==> src/rtl/mbcd2binary_if.sv <==
// rtl/mbcd2binary_if.sv - request/result bundle for the BCD-to-binary converter
//
// Signals:
//   start  request a conversion (driven by master)
//   bcd    packed BCD digits, most significant digit in the MSBs (driven by master)
//   bin    binary result (driven by slave)
//   busy   conversion in progress (driven by slave)
//   done   one-cycle result-valid pulse (driven by slave)
//   err    last conversion saw a digit > 9 (driven by slave)
// Modports: master (requester), slave (converter).

interface mbcd2binary_if #(
    parameter int DIGITS = 3,
    parameter int BW     = 10
);
    logic                  start;
    logic [4*DIGITS-1:0]   bcd;
    logic [BW-1:0]         bin;
    logic                  busy;
    logic                  done;
    logic                  err;

    modport master (
        output start,
        output bcd,
        input  bin,
        input  busy,
        input  done,
        input  err
    );

    modport slave (
        input  start,
        input  bcd,
        output bin,
        output busy,
        output done,
        output err
    );
endinterface

==> src/rtl/mbcd2binary.sv <==
// rtl/mbcd2binary.sv - sequential BCD-to-binary converter (reverse double-dabble)
//
// Ports:
//   clk    system clock, rising edge
//   rst_n  synchronous active-low reset
//   bus    mbcd2binary_if.slave: start/bcd in, bin/busy/done/err out
//
// Parameters:
//   DIGITS  number of BCD input digits
//   BW      binary result width and number of shift iterations
//           (must cover 10**DIGITS - 1)
//
// Optional feature macro: MBCD2BINARY_DIGIT_CHECK_EN
//   defined     - a start with any digit > 9 completes in one cycle with
//                 bin=0, err=1
//   undefined   - no digit check, err is tied low, every start runs the
//                 full BW-shift path

module mbcd2binary #(
    parameter int DIGITS = 3,
    parameter int BW     = 10
) (
    input  logic             clk,
    input  logic             rst_n,
    mbcd2binary_if.slave     bus
);

    localparam int WW = 4 * DIGITS + BW;
    localparam int CW = $clog2(BW + 1);

    typedef enum logic [1:0] {
        IDLE  = 2'd0,
        SHIFT = 2'd1,
        DONE  = 2'd2
    } state_t;

    state_t           state;
    logic [WW-1:0]    work;
    logic [WW-1:0]    work_next;
    logic [CW-1:0]    cnt;
    logic [BW-1:0]    bin_r;
    logic             busy_r;
    logic             done_r;

    // One reverse double-dabble step: shift right, then pull every BCD
    // field that reached 8 or more back by 3. A field >= 8 after the shift
    // means a bit of weight 10 crossed into a weight-16 position, and
    // 16/2 - 10/2 = 3 corrects it.
    function automatic logic [WW-1:0] dabble_step(input logic [WW-1:0] w);
        logic [WW-1:0] s;
        s = w >> 1;
        for (int i = 0; i < DIGITS; i++) begin
            if (s[BW + 4*i +: 4] >= 4'd8) begin
                s[BW + 4*i +: 4] = s[BW + 4*i +: 4] - 4'd3;
            end
        end
        return s;
    endfunction

`ifdef MBCD2BINARY_DIGIT_CHECK_EN
    logic err_r;

    function automatic logic has_bad_digit(input logic [4*DIGITS-1:0] v);
        logic bad;
        bad = 1'b0;
        for (int i = 0; i < DIGITS; i++) begin
            if (v[4*i +: 4] > 4'd9) begin
                bad = 1'b1;
            end
        end
        return bad;
    endfunction

    assign bus.err = err_r;
`else
    assign bus.err = 1'b0;
`endif

    always_comb begin
        work_next = dabble_step(work);
    end

    assign bus.bin  = bin_r;
    assign bus.busy = busy_r;
    assign bus.done = done_r;

    always_ff @(posedge clk) begin
        if (!rst_n) begin
            state  <= IDLE;
            work   <= '0;
            cnt    <= '0;
            bin_r  <= '0;
            busy_r <= 1'b0;
            done_r <= 1'b0;
`ifdef MBCD2BINARY_DIGIT_CHECK_EN
            err_r  <= 1'b0;
`endif
        end else begin
            case (state)
                IDLE: begin
                    done_r <= 1'b0;
                    if (bus.start) begin
`ifdef MBCD2BINARY_DIGIT_CHECK_EN
                        if (has_bad_digit(bus.bcd)) begin
                            // Invalid input short-circuits straight to DONE.
                            bin_r  <= '0;
                            err_r  <= 1'b1;
                            done_r <= 1'b1;
                            state  <= DONE;
                        end else begin
                            err_r  <= 1'b0;
`else
                        begin
`endif
                            work   <= {bus.bcd, {BW{1'b0}}};
                            cnt    <= '0;
                            busy_r <= 1'b1;
                            state  <= SHIFT;
                        end
                    end
                end

                SHIFT: begin
                    work <= work_next;
                    cnt  <= cnt + CW'(1);
                    // cnt counts completed shifts, so BW-1 here means this
                    // edge performs the final one; take the result from the
                    // freshly shifted value rather than the registered one.
                    if (cnt == CW'(BW - 1)) begin
                        bin_r  <= work_next[BW-1:0];
                        busy_r <= 1'b0;
                        done_r <= 1'b1;
                        state  <= DONE;
                    end
                end

                DONE: begin
                    done_r <= 1'b0;
                    state  <= IDLE;
                end

                default: begin
                    busy_r <= 1'b0;
                    done_r <= 1'b0;
                    state  <= IDLE;
                end
            endcase
        end
    end

endmodule

==> src/flat_wrapper.sv <==
// flat-port wrapper written by rule: the top's interface ports become plain ports
module mbcd2binary_flat 
#(
    parameter int DIGITS = 3,
    parameter int BW     = 10
)
  (clk, rst_n, bus_start, bus_bcd, bus_bin, bus_busy, bus_done, bus_err);
  mbcd2binary_if #(.DIGITS(DIGITS), .BW(BW)) bus_i ();
  input  logic clk;
  input  logic rst_n;
  input wire logic [$bits(bus_i.start)-1:0] bus_start;
  input wire logic [$bits(bus_i.bcd)-1:0] bus_bcd;
  output wire logic [$bits(bus_i.bin)-1:0] bus_bin;
  output wire logic [$bits(bus_i.busy)-1:0] bus_busy;
  output wire logic [$bits(bus_i.done)-1:0] bus_done;
  output wire logic [$bits(bus_i.err)-1:0] bus_err;
  assign bus_i.start = bus_start;
  assign bus_i.bcd = bus_bcd;
  assign bus_bin = bus_i.bin;
  assign bus_busy = bus_i.busy;
  assign bus_done = bus_i.done;
  assign bus_err = bus_i.err;
  mbcd2binary #(.DIGITS(DIGITS), .BW(BW)) u_core (.clk(clk), .rst_n(rst_n), .bus(bus_i));
endmodule
==> config.mk <==
export PLATFORM = sky130hd
export DESIGN_NAME = mbcd2binary_flat
export DESIGN_NICKNAME = d
export VERILOG_FILES = /design/src/rtl/mbcd2binary_if.sv /design/src/rtl/mbcd2binary.sv /design/src/flat_wrapper.sv
export SDC_FILE = /design/constraint.sdc
export NUM_CORES = 1
export LEC_CHECK = 0
export CAP_MARGIN = 20
export CORE_UTILIZATION = 45
export DETAILED_ROUTE_END_ITERATION = 8
export GPL_TIMING_DRIVEN = 0
export PLACE_DENSITY = 0.71
export SLEW_MARGIN = 20
export SYNTH_ARGS = -nofsm -noshare
export SYNTH_HDL_FRONTEND = slang
export SYNTH_SLANG_ARGS = --single-unit
==> constraint.sdc <==
create_clock -name clk -period 1.4 [get_ports clk]
set_clock_uncertainty 0.15 [all_clocks]
set_input_delay 0.21 -clock clk [delete_from_list [all_inputs] [get_ports clk]]
set_output_delay 0.21 -clock clk [all_outputs]
set_load 0.1 [all_outputs]
==> metrics, run 1 <==
post-layout power 2490 uW; synthesized net count 239; half-perimeter wire length after placement 2.68 mm; commonest non-fill, non-tap cells in the layout 30 x sky130_fd_sc_hd__dfxtp_1, 25 x sky130_fd_sc_hd__nand2_1, 18 x sky130_fd_sc_hd__buf_4; cell total after placement 291; count of routing violations after the opening detailed-route iteration 133; number of levels the H-tree was split into 2; Crit path required time 1.47 ns; width of the die 66.0 um; leading post-synthesis cells by cell area sky130_fd_sc_hd__dfxtp_1 42%, sky130_fd_sc_hd__nor2b_1 5.8%, sky130_fd_sc_hd__nand2_1 5.5%; Worst Setup Start Kind flip-flop; Antenna Cells 0; total via count in the routed design 1629; violations in the final reports negative setup slack; arrival time at the worst endpoint 1.48 ns; clock transition time at the flip-flop clock pins of the worst setup and hold paths 0.07 ns; first-pass GRT wire length 6.99 mm; synthesis-stage register bit count 39; Via-to-Cell Ratio 5.38; crit path setup slack, layout -0.0108 ns; First-pass DRT Iterations 4; cell area after synthesis 1840 um^2; master of the slowest instance on the critical path sky130_fd_sc_hd__dfxtp_2; routability congestion estimate 0.778; ys flop type sky130_fd_sc_hd__dfxtp_1; tightest hold margin 0.160 ns; antenna violation net count after detailed routing 0; overall global routing resource usage 21.4%; DIE HEIGHT 66.0 um; post-synthesis area per instance 8.46 um^2; Sinks on Clock Net 39; start-to-end type of the worst setup path flip-flop to flip-flop; worst slack at placement -0.403 ns; areal power density over the cells 1040 nW/um^2; buffering stage count on the worst path with inverters included 2; max-slew violation count 0; Achievable Freq 709 MHz; Post-CTS Hold Fix Bufs 0; Max FO, Critical Path 7; number of global-route vias before repair 1500; cell leakage power 0.000927 uW; number of input and output port buffers inserted 25; cts bufs inserted 5; ordered list of cells on the worst path inv_2, ha_4, and3b_1, buf_6, and2_4, nand2_1, a21boi_1; root cell of the clock tree sky130_fd_sc_hd__clkbuf_8; largest net degree at the start of global routing 13; cell type contributing the most total cell area after synthesis sky130_fd_sc_hd__dfxtp_1; total length of routed wires 4.16 mm; number of max-capacitance violations reported 0; Core Region 3800 um^2; number of enable-type register cells in the synthesized netlist 0; IO Count 28; time the final worst path needs with I/O delays and setup 1.41 ns; Synth top area share 42.3%; clock latency at the later pin of the worst-skew pair 0.29 ns; Critical Path End Type flip-flop; starting density of the core 48.6%; transition at the pin with the smallest max-transition slack 0.512 ns; number of nets in the final layout 275; Fin. Hold Viols 0; unrepaired setup endpoints after global routing true; kind of cell adding the most delay to the critical path simple AND/OR/NAND/NOR gates; CP peak stage delay 0.33 ns; fraction of final layout cells sized beyond drive strength 1 23.5%; Setup-failing EPs final 2; Cell variety after synth 36; antenna violations before repair 0; routed length per placed instance 13.7 um; proportion of synthesized flip-flops having asynchronous set or reset 0%; peak supply drop 0.643 mV; ratio of final minimum period to clock period 101%; CTS tree built; run status complete, but fails checks; number of placement rows 22; type of the most critical hold path primary input to flip-flop; Synth warnings 0; layout overhead on the synthesized area 30.2%; Clock Path Buffers 2; cell count after synthesis 218; leading cell type in the layout, fill and taps excluded sky130_fd_sc_hd__dfxtp_1; proportion of synthesized chip area in sequential cells 42.3%; number of remaining DRC errors 0; GRT Residual Overflow 0; remaining max-slew budget at the tightest pin 65.8%; Layout Cells excl Fill 303; utilization after layout 63.2%; Die Footprint 4360 um^2
## per-stage QoR
stage,area (um^2),TNS (ns)
floorplan,1860,-0.121
global placement,2170,-12.48
detailed placement,2170,-12.78
CTS,2310,-0.00134
global route,2400,-0.379
finish,2400,-0.0190
## cell usage after synthesis, types with 3 or more instances
library cell	instances
sky130_fd_sc_hd__nor2b_1	17
sky130_fd_sc_hd__and2_1	5
sky130_fd_sc_hd__a21boi_1	11
sky130_fd_sc_hd__o211ai_1	3
sky130_fd_sc_hd__nor3_1	3
sky130_fd_sc_hd__nand2b_1	5
sky130_fd_sc_hd__nand2_1	27
sky130_fd_sc_hd__nand3_1	6
sky130_fd_sc_hd__clkbuf_1	5
sky130_fd_sc_hd__buf_2	8
sky130_fd_sc_hd__a22oi_1	12
sky130_fd_sc_hd__inv_1	8
sky130_fd_sc_hd__dfxtp_1	39
sky130_fd_sc_hd__nor2_1	16
sky130_fd_sc_hd__ha_1	6
sky130_fd_sc_hd__o221ai_1	3
sky130_fd_sc_hd__a21oi_1	12
sky130_fd_sc_hd__o21ai_0	6
## repair_timing
action                                  in CTS  in global routing
setup buffers                                2                  2
gates cloned                                 1                  0
pin swaps                                    2                  6
resized for setup                           88                 25
endpoints found under the setup margin      38                 30
## sequential cells by signal (all words and copies together), names as in the netlist
register	count
u_core.work	21
u_core.bus.bin	10
u_core.cnt	4
u_core.state	2
u_core.bus.busy	1
u_core.bus.done	1
## worst reg2reg max path, delay by kind of cell (launching register included)
| kind | cells | cell delay [ns] |
|---|---|---|
| buf+inv | 2 | 0.21 |
| compound gates | 1 | 0.12 |
| simple gates | 3 | 0.42 |
| fa+ha+maj | 1 | 0.11 |
| flops | 1 | 0.33 |
## where the power goes
group	internal, uW	switching [uW]	leakage [uW]
logic	152	173	0.000544
clock network	577	402	0.0000612
registers	1150	42.2	0.000321
## worst paths after layout
check,from,to,slack [ns],cells after the start
max,u_core.cnt[1]$_SDFFE_PN0P_,u_core.bus.bin[4]$_SDFFE_PN0P_,-0.01,7
min,rst_n,u_core.work[20]$_SDFFE_PN0P_,0.16,3
max reg2reg,u_core.cnt[1]$_SDFFE_PN0P_,u_core.bus.bin[4]$_SDFFE_PN0P_,-0.01,7
min reg2reg,u_core.bus.bin[5]$_SDFFE_PN0P_,u_core.bus.bin[5]$_SDFFE_PN0P_,0.30,2
## logic make-up after synthesis
group	count (synthesis)	share of synthesized area, %
and+or+nand+nor	84	22.3
AOI/OAI and AO/OA	59	22.3
DFF	39	42.3
buffers and inverters	24	6.24
adders and majority gates	6	4.07
xor gates and xnor gates	4	1.90
other	1	0.203
muxes	1	0.611
## routing by layer
layer / global-route usage, % / share of wire [%] / vias to the layer above / routed length [um]
met4: 7.18 / 1.4 / 0 / 58
met1: 27.9 / 49 / 763 / 2040
met2: 33.8 / 44 / 40 / 1840
met5: 0 / 0 / - / 0
met3: 6.03 / 5.5 / 7 / 230
li1: - / - / 819 / -
## final cells by class
class,count,area (um^2)
timing repair buffer,29,253
tap,48,60.1
clock inverter,2,35.0
buffer,15,108
sequential,39,800
clock buffer,6,82.6
multi-input combinational,156,1030
fill,352,1400
inverter,8,30.0
Power figures use the tool's default switching activity.
==> run 2: changes to the inputs <==
--- a/config.mk
+++ b/config.mk
@@ -6,11 +6,10 @@
 export NUM_CORES = 1
 export LEC_CHECK = 0
 export CAP_MARGIN = 20
-export CORE_UTILIZATION = 45
+export CORE_UTILIZATION = 48
 export DETAILED_ROUTE_END_ITERATION = 8
 export GPL_TIMING_DRIVEN = 0
-export PLACE_DENSITY = 0.71
-export SLEW_MARGIN = 20
+export PLACE_DENSITY = 0.75
 export SYNTH_ARGS = -nofsm -noshare
 export SYNTH_HDL_FRONTEND = slang
 export SYNTH_SLANG_ARGS = --single-unit
==> run 2 against run 1 <==
The flow still finishes with violations (negative setup slack); final cell count unchanged; first-iteration DRC count down 23%; critical path depth did not move; via count up 0.25%; maximum frequency rose by 0.27%; global-route usage is 0.56 points higher; design area fell by 0.68%; die area fell by 6.1%; critical path type unchanged; critical endpoint is now u_core.bus.bin[8]$_SDFFE_PN0P_; largest power group unchanged.
==> metrics, run 2 (synthesis gave the netlist of run 1 again) <==
run status complete, but fails checks; violations in the final reports negative setup slack; cell internal pwr 1750 uW (-6.9%); ratio of final minimum period to clock period 100% (-0.27 points); commonest non-fill, non-tap cells in the layout 30 x sky130_fd_sc_hd__dfxtp_1, 21 x sky130_fd_sc_hd__nand2_1, 18 x sky130_fd_sc_hd__buf_4; width of the die 64.0 um (-3.1%); Antenna Cells 0 (unchanged); R2R cell count 7 (unchanged); CTS tree built; worst flop-to-flop path startpoint u_core.cnt[1]$_SDFFE_PN0P_; switching power as a share of total power 25.2% (+0.38 points); IO Count 28 (unchanged); Via-to-Cell Ratio 5.39 (+0.25%); GRT Residual Overflow 0 (unchanged); first-pass GRT wire length 6.90 mm (-1.3%); Die Footprint 4090 um^2 (-6.1%); endpoint of the worst-slack reg-to-reg timing path u_core.bus.bin[8]$_SDFFE_PN0P_; number of flip-flops in the largest register 21 (unchanged); relative contribution of the clock network to total power 35.4% (-3.9 points); root cell of the clock tree sky130_fd_sc_hd__clkbuf_8; routed length per placed instance 13.7 um (-0.53%); Setup-failing EPs final 4 (+2); unrepaired setup endpoints after global routing true; total via count in the routed design 1633 (+0.25%); largest net degree at the start of global routing 12 (-1); Post-CTS Hold Fix Bufs 0 (unchanged); number of nets in the final layout 275 (unchanged); fraction of power consumed by combinational cells 13.6% (+0.5 points); number of levels the H-tree was split into 2 (unchanged); share of power burned in registers 51.0% (+3.3 points); endpoint of the worst hold path u_core.work[18]$_SDFFE_PN0P_; overall global routing resource usage 22.0% (+0.56 points); number of placement rows 22 (unchanged); worst slack at placement -0.403 ns (+0.000163 ns); internal reg-to-reg setup slack -0.007 ns (about the same); Critical Path End Type flip-flop; count of routing violations after the opening detailed-route iteration 103 (-23%); Worst Setup Start Kind flip-flop; total length of routed wires 4.14 mm (-0.53%); max-slew violation count 0 (unchanged); Crit path required time 1.47 ns (about the same); cts bufs inserted 5 (unchanged); clock transition time at the flip-flop clock pins of the worst setup and hold paths 0.07 ns (about the same); arrival time at the worst endpoint 1.47 ns (about the same); fraction of final layout cells sized beyond drive strength 1 26.7% (+3.1 points); routability congestion estimate 0.787 (+1.1%); tightest hold margin 0.175 ns (+0.0151 ns); cell total after placement 291 (unchanged); beginning of the worst hold path rst_n; Max FO, Critical Path 6 (-1); antenna violations before repair 0 (unchanged); areal power density over the cells 978 nW/um^2 (-5.8%); peak supply drop 0.592 mV (-8.0%); time the final worst path needs with I/O delays and setup 1.41 ns (-0.00384 ns); Layout Cells excl Fill 303 (unchanged); number of max-capacitance violations reported 0 (unchanged); post-layout power 2330 uW (-6.5%); first element of the critical path u_core.cnt[1]$_SDFFE_PN0P_; Achievable Freq 711 MHz (+0.27%); starting density of the core 50.4% (+1.8 points); layout overhead on the synthesized area 29.3%; antenna violation net count after detailed routing 0 (unchanged); Fin. Hold Viols 0 (unchanged); Core Region 3660 um^2 (-3.6%); leading cell type in the layout, fill and taps excluded sky130_fd_sc_hd__dfxtp_1; half-perimeter wire length after placement 2.61 mm (-2.7%); Sum Neg Setup Slack -0.0154 ns (+0.00365 ns); DIE HEIGHT 64.0 um (-3.1%); cell leakage power 0.000936 uW (+1.0%); First-pass DRT Iterations 5 (+1); type of the most critical hold path primary input to flip-flop; Most flops, register u_core.work; number of remaining DRC errors 0 (unchanged); number of input and output port buffers inserted 25 (unchanged); Clock Path Buffers 2 (unchanged); clock latency at the later pin of the worst-skew pair 0.29 ns (about the same); number of global-route vias before repair 1516 (+1.1%); Sinks on Clock Net 39 (unchanged); hold path depth 3 (unchanged); crit path setup slack, layout -0.00697 ns (+0.00384 ns); start-to-end type of the worst setup path flip-flop to flip-flop; sw power 587 uW (-5.0%)
## run 2: cell types whose count changed in the layout (fill, tap and decap cells not counted), sizes merged
cell          before  now
clkbuf            13   16
buf               24   23
bufinv             1    0
clkinv             1    0
dlygate4sd2        1    0
dlymetal6s2s       0    1
## run 2: per-stage QoR
stage          cell area, um^2  utilization [%]
2_1_floorplan             1860                -
3_3_place_gp              2170             59.2
3_5_place_dp              2170             59.2
4_1_cts                   2310             63.0
5_1_grt                   2380             65.1
6_report                  2380             65.1
## run 2: worst max-delay path: stages, from the launching register on
cell and delay (ns):
sky130_fd_sc_hd__dfxtp_2 0.33, sky130_fd_sc_hd__inv_2 0.06, sky130_fd_sc_hd__ha_4 0.11, sky130_fd_sc_hd__and3b_1 0.18
sky130_fd_sc_hd__buf_6 0.14, sky130_fd_sc_hd__and2_4 0.20, sky130_fd_sc_hd__nand2_2 0.05, sky130_fd_sc_hd__a21boi_1 0.13
## run 2: worst max-delay path by stage
stage                                endpoint  slack, ns  depth (start not counted)
6_report       u_core.bus.bin[8]$_SDFFE_PN0P_     -0.007                          7
2_1_floorplan  u_core.bus.bin[1]$_SDFFE_PN0P_      -0.01                          8
4_1_cts        u_core.bus.bin[8]$_SDFFE_PN0P_      -0.01                          7
5_1_grt        u_core.bus.bin[6]$_SDFFE_PN0P_      -0.08                          7
3_3_place_gp                         bus_busy      -0.40                          1
3_5_place_dp                       bus_bin[8]      -0.40                          1
## run 2: power by group through the flow
stage	clock network [uW]	registers (uW)	logic, uW
floorplan	0	1220	186
global placement	0	1210	285
detailed placement	0	1210	288
CTS	843	1190	310
global route	888	1190	351
finish	825	1190	317
## run 2: cell type report
| cell class | count | area (um^2) |
|---|---|---|
| repair buffers | 29 | 253 |
| multi-input cells | 156 | 1050 |
| clock buffers | 8 | 100 |
| plain buffers | 15 | 101 |
| inverters | 8 | 30.0 |
| flip-flops and latches | 39 | 795 |
| well taps | 48 | 60.1 |
| fillers | 327 | 1280 |
## run 2: routing by layer
metal	routed length [um]	track usage, %
met3	149	4.64
met1	1940	27.8
met4	70	9.09
met5	0	0
met2	1980	36.0
## run 2: repair_timing
| action | CTS | global route |
|---|---|---|
| buffers inserted | 4 | 0 |
| gates cloned | 1 | 0 |
| setup endpoints to repair | 34 | 36 |
| gates resized for setup | 84 | 28 |
| pin swaps | 1 | 12 |
